[src/rtl/vga_tile_plot_arbiter.sv]
// Round-robin arbiter that paints one TILE x TILE square per grant through the
// single VGA adapter pixel port, one pixel per clock, then pulses done for the winner.
module vga_tile_plot_arbiter #(
    parameter int unsigned TILE  = 4,
    parameter int unsigned MAX_X = 160,
    parameter int unsigned MAX_Y = 120
) (
    input  logic        clk,
    input  logic        resetn,
    input  logic [2:0]  req,
    input  logic [23:0] req_x,
    input  logic [23:0] req_y,
    input  logic [8:0]  req_colour,
    output logic [2:0]  done,
    output logic        busy,
    output logic [7:0]  vga_x,
    output logic [7:0]  vga_y,
    output logic [2:0]  vga_colour,
    output logic        vga_plot
);

    localparam logic [2:0] LAST  = 3'(TILE - 1);
    localparam logic [8:0] LIM_X = 9'(MAX_X);
    localparam logic [8:0] LIM_Y = 9'(MAX_Y);

    typedef enum logic [1:0] {IDLE, DRAW, DONE} state_t;

    state_t      state, state_n;
    logic [1:0]  last_grant, last_grant_n;
    logic [1:0]  gnt, gnt_n;
    logic [7:0]  ox, ox_n, oy, oy_n;
    logic [2:0]  col, col_n;
    logic [2:0]  cx, cx_n, cy, cy_n;

    logic [2:0]  done_n;
    logic        busy_n;
    logic [7:0]  vga_x_n, vga_y_n;
    logic [2:0]  vga_colour_n;
    logic        vga_plot_n;

    logic [1:0]  cand1, cand2, pick;
    logic [7:0]  sel_x, sel_y;
    logic [2:0]  sel_c;

    logic [7:0]  base_x, base_y;
    logic [2:0]  base_c, pcx, pcy;
    logic        emit;
    logic [8:0]  x_sum, y_sum;

    function automatic logic [1:0] next_of(input logic [1:0] i);
        return (i == 2'd2) ? 2'd0 : i + 2'd1;
    endfunction

    // Search starts just after the last winner, so the previous winner is checked last.
    always_comb begin
        cand1 = next_of(last_grant);
        cand2 = next_of(cand1);
        if (req[cand1])
            pick = cand1;
        else if (req[cand2])
            pick = cand2;
        else
            pick = last_grant;
    end

    always_comb begin
        unique case (pick)
            2'd0: begin
                sel_x = req_x[7:0];
                sel_y = req_y[7:0];
                sel_c = req_colour[2:0];
            end
            2'd1: begin
                sel_x = req_x[15:8];
                sel_y = req_y[15:8];
                sel_c = req_colour[5:3];
            end
            default: begin
                sel_x = req_x[23:16];
                sel_y = req_y[23:16];
                sel_c = req_colour[8:6];
            end
        endcase
    end

    always_comb begin
        state_n      = state;
        last_grant_n = last_grant;
        gnt_n        = gnt;
        ox_n         = ox;
        oy_n         = oy;
        col_n        = col;
        cx_n         = cx;
        cy_n         = cy;
        done_n       = '0;
        busy_n       = 1'b0;
        vga_x_n      = vga_x;
        vga_y_n      = vga_y;
        vga_colour_n = vga_colour;
        vga_plot_n   = 1'b0;
        base_x       = ox;
        base_y       = oy;
        base_c       = col;
        pcx          = cx;
        pcy          = cy;
        emit         = 1'b0;

        unique case (state)
            IDLE: begin
                if (req != 3'b000) begin
                    gnt_n        = pick;
                    last_grant_n = pick;
                    ox_n         = sel_x;
                    oy_n         = sel_y;
                    col_n        = sel_c;
                    cx_n         = '0;
                    cy_n         = '0;
                    // First pixel comes straight from the inputs so it is on the outputs next cycle.
                    base_x       = sel_x;
                    base_y       = sel_y;
                    base_c       = sel_c;
                    pcx          = '0;
                    pcy          = '0;
                    emit         = 1'b1;
                    busy_n       = 1'b1;
                    state_n      = DRAW;
                end
            end
            DRAW: begin
                busy_n = 1'b1;
                if (cx == LAST && cy == LAST) begin
                    cx_n    = '0;
                    cy_n    = '0;
                    done_n  = 3'b001 << gnt;
                    state_n = DONE;
                end else begin
                    if (cx == LAST) begin
                        cx_n = '0;
                        cy_n = cy + 3'd1;
                    end else begin
                        cx_n = cx + 3'd1;
                    end
                    pcx  = cx_n;
                    pcy  = cy_n;
                    emit = 1'b1;
                end
            end
            DONE: begin
                state_n = IDLE;
            end
            default: begin
                state_n = IDLE;
            end
        endcase

        x_sum = {1'b0, base_x} + {6'b0, pcx};
        y_sum = {1'b0, base_y} + {6'b0, pcy};
        if (emit) begin
            vga_x_n      = x_sum[7:0];
            vga_y_n      = y_sum[7:0];
            vga_colour_n = base_c;
            vga_plot_n   = (x_sum < LIM_X) && (y_sum < LIM_Y);
        end
    end

    always_ff @(posedge clk) begin
        if (!resetn) begin
            state      <= IDLE;
            last_grant <= 2'd2;
            gnt        <= '0;
            ox         <= '0;
            oy         <= '0;
            col        <= '0;
            cx         <= '0;
            cy         <= '0;
            done       <= '0;
            busy       <= 1'b0;
            vga_x      <= '0;
            vga_y      <= '0;
            vga_colour <= '0;
            vga_plot   <= 1'b0;
        end else begin
            state      <= state_n;
            last_grant <= last_grant_n;
            gnt        <= gnt_n;
            ox         <= ox_n;
            oy         <= oy_n;
            col        <= col_n;
            cx         <= cx_n;
            cy         <= cy_n;
            done       <= done_n;
            busy       <= busy_n;
            vga_x      <= vga_x_n;
            vga_y      <= vga_y_n;
            vga_colour <= vga_colour_n;
            vga_plot   <= vga_plot_n;
        end
    end

endmodule

[config.mk]
export PLATFORM = sky130hd
export DESIGN_NAME = vga_tile_plot_arbiter
export DESIGN_NICKNAME = d
export VERILOG_FILES = /design/src/rtl/vga_tile_plot_arbiter.sv
export SDC_FILE = /design/constraint.sdc
export NUM_CORES = 1
export LEC_CHECK = 0
export BUFFER_PORTS_ARGS = -buffer_cell sky130_fd_sc_hd__buf_2
export CORE_MARGIN = 2
export CORE_UTILIZATION = 52
export CTS_CLUSTER_DIAMETER = 50
export CTS_CLUSTER_SIZE = 10
export DETAILED_ROUTE_END_ITERATION = 8
export GPL_ROUTABILITY_DRIVEN = 0
export MAX_ROUTING_LAYER = met4
export PLACE_DENSITY = 0.82
export SETUP_SLACK_MARGIN = 0.05
export SYNTH_ARGS = -nofsm -noshare
export SYNTH_HDL_FRONTEND = slang
export SYNTH_SLANG_ARGS = --single-unit
[constraint.sdc]
create_clock -name clk -period 4 [get_ports clk]
set_input_delay 0.2 -clock clk [delete_from_list [all_inputs] [get_ports clk]]
set_output_delay 0.2 -clock clk [all_outputs]
set_load 0.05 [all_outputs]
==> results.ini <==
[finish]
fin_cells=512
multi_input_area_um2=1740
drive_gt1_share_pct=25.9
num_antenna_cells=0
final_cell_mix=85 x buf_2, 57 x nand2_1, 54 x dfxtp_1
mostFrequentLayoutCell=buf_2
seq_area_um2=1080
num-fill-cells=492
nNetsFinal=513
area_growth_pct=19.3

[routing]
dr.pass1.iters=6
viasPerCell=5.88
drc=0
post_drt_wl_per_cell_um=16.0
ant_nets=0
drtIter0Drc=339
num_vias=3012
wirelength_mm=8.21

[global_route]
antenna_found_initial=0
overflow=0
grt_start_max_net_pins=51
grt_use_total_pct=27.5
grt_pass1_vias=2889
grt_pass1_wl_mm=13.2

[sta]
worstMarginPinSlew_ns=0.732
period_share_pct=83.7
rsz0062_at_grt=false
setup-violations-final=0
slew_headroom_pct=51.2
clock-skew-final_ns=0.00432
fin_setup_tns_ns=0
fin_crit_ns=3.35
slew_viol_final=0
fmax_ghz=0.299
hold_viol=0

[min_path]
holdPathEnd=last_grant[0]
min_path_type=in2reg
hold_start=req[1]
holdPathStages=3

[critical_path]
critPathTopFamily=compound AO/OA/AOI/OAI gates
reg2reg_slack_ns=0.65
critPathMaxStageDelay_ns=0.61
r2r-start=last_grant[1]
rr_endpoint=vga_plot
worstSetupPathType=reg2reg
cp.depth=11
reg2regPathDepth=11
crit_chain=nor4b_2, or3_1, a222oi_1, o21ai_1, fa_1, a21oi_1, nor2_1, o211a_1, a21oi_1, a31oi_1, nor3_1
cp.buffers_inverters=0
critPathSlowestCell=dfxtp_1
worstPathArrival_ns=3.58
crit_fanout=12
path_common_cell=a21oi_1
critPathCaptureType=flop
start_kind=flop
required_ns=4.24

[place]
dp_hpwl_mm=6.18
dp.cells=505
port_buffers=85

[die]
die_h_um=79.3
die_area_um2=6290
die_w_um=79.3
rows=27
start_util_pct=53.6
pin_count=86
core_um2=5510

[yosys]
synthFlopType=dfxtp_1
syn_avg_cell_area_um2=8.24
ys_async_sr_fraction_pct=0
synth_edf_count=0
netlist_area_um2=2950
ys_ff_latch=54
synthCells=358
ys_seq_area_share_pct=36.6
yosysUniqueCellTypes=49
syn-num-nets=431
synth_warnings=0

[power]
internal_power_mw=0.837
power.switching_mw=0.445
peakVddDrop_mv=0.233
netSwitchingFraction_pct=34.7
leakage_nw=1.69
p_seq_share_pct=47.0
p_comb_share_pct=30.4
p_per_area_nw_per_um2=364
p_clk_share_pct=22.6

[clock_network]
cts_setup_buffers=0
root_buffer=clkbuf_8
clk_pin_slew_ns=0.09
numCtsBuffers=5
h-tree-depth=2
clk_path_buf_depth=2
cts_sinks=54
post_cts_resized=0
cts_tree=built
insertion_delay_ns=0.31
cts_hold_buf=0

[outcome]
status=finished clean

[job]
maxCapViolations=0

-- synth_stat cells, types with 3 or more instances --
cell type,number,area [um2]
a21boi_1,3,22.5
clkbuf_1,13,48.8
o21ai_0,8,40.0
xnor2_1,4,35.0
o211a_1,5,50.1
a21o_1,9,67.6
nor2_1,28,105
and2_1,27,169
nor3b_1,3,22.5
nand2_1,57,214
a222oi_1,5,50.1
a21oi_1,15,75.1
a21boi_0,5,37.5
xor2_1,7,61.3
o22ai_1,7,43.8
nand3_1,6,30.0
ha_1,9,113
nor3_1,3,15.0
dfxtp_1,54,1080
nand2b_1,4,25.0
a31oi_1,5,31.3
nand4_1,4,25.0
inv_1,8,30.0
o21ai_1,14,70.1
buf_2,3,15.0
nor2b_1,7,43.8
o31ai_1,9,67.6
and3_1,3,18.8
o31ai_2,5,62.6
-- layout make-up --
| type | instances | share of cell area [%] |
|---|---|---|
| Tap cell | 72 | 2.56 |
| Multi-Input combinational cell | 276 | 49.4 |
| Timing Repair Buffer | 95 | 14.2 |
| Clock buffer | 5 | 1.96 |
| Clock inverter | 2 | 0.284 |
| Inverter | 8 | 0.853 |
| Sequential cell | 54 | 30.7 |
-- how the worst max path moves through the flow --
stage	start	end	slack, ns
6_report	last_grant[1]	vga_plot	0.65
5_1_grt	last_grant[1]	vga_plot	0.42
4_1_cts	last_grant[1]	vga_plot	0.66
3_3_place_gp	last_grant[1]	vga_plot	0.79
3_5_place_dp	last_grant[1]	vga_plot	0.68
2_1_floorplan	req[0]	vga_plot	1.10
-- layer usage --
layer	part of all wire [%]	routed length (um)	track usage (%)
met3	8.6	706	4.09
met5	0	0	-
met4	1.2	100	8.45
met2	51	4190	47.4
met1	39	3220	33.2
-- power groups by stage --
stage               logic, mW  clock network (mW)  registers, mW
finish                  0.389               0.290          0.603
global route            0.418               0.317          0.608
CTS                     0.386               0.297          0.603
detailed placement      0.383                   0          0.615
global placement        0.373                   0          0.613
floorplan               0.193                   0          0.687
-- state kept, by name, summed over array words and instances (netlist names) --
name / count
ox: 8
oy: 8
vga_x: 8
vga_y: 8
col: 3
cx: 3
cy: 3
done: 3
vga_colour: 3
last_grant: 2
state: 2
busy: 1
gnt: 1
vga_plot: 1
-- worst register-to-register path, stage by stage (launching register included) --
cell and delay, ns:
dfxtp_1 0.61, nor4b_2 0.12, or3_1 0.50, a222oi_1 0.46, o21ai_1 0.18, fa_1 0.52, a21oi_1 0.20, nor2_1 0.08
o211a_1 0.21, a21oi_1 0.16, a31oi_1 0.06, nor3_1 0.19
-- stage by stage --
stage | hold slack (ns) | cell area, um2 | util [%] | setup slack (ns) | power (mW)
5_1_grt | 0.331 | 3520 | 63.9 | 0.424 | 1.34
2_1_floorplan | 0.369 | 2950 | - | 1.10 | 0.881
3_3_place_gp | 0.441 | 3440 | 62.5 | 0.788 | 0.987
6_report | 0.277 | 3520 | 63.9 | 0.653 | 1.28
4_1_cts | 0.264 | 3520 | 63.9 | 0.663 | 1.29
3_5_place_dp | 0.447 | 3440 | 62.5 | 0.683 | 0.999
-- logic make-up after synthesis --
| family | synth area share, % |
|---|---|
| AO/OA/AOI/OAI | 24.3 |
| flip-flops | 36.6 |
| multiplexers | 0.339 |
| XOR/XNOR | 3.27 |
| adder cells (fa/ha/maj) | 5.17 |
| buffers and inverters | 4.45 |
| AND/OR/NAND/NOR | 25.9 |
Note: power is estimated with default switching activity, not from simulation.
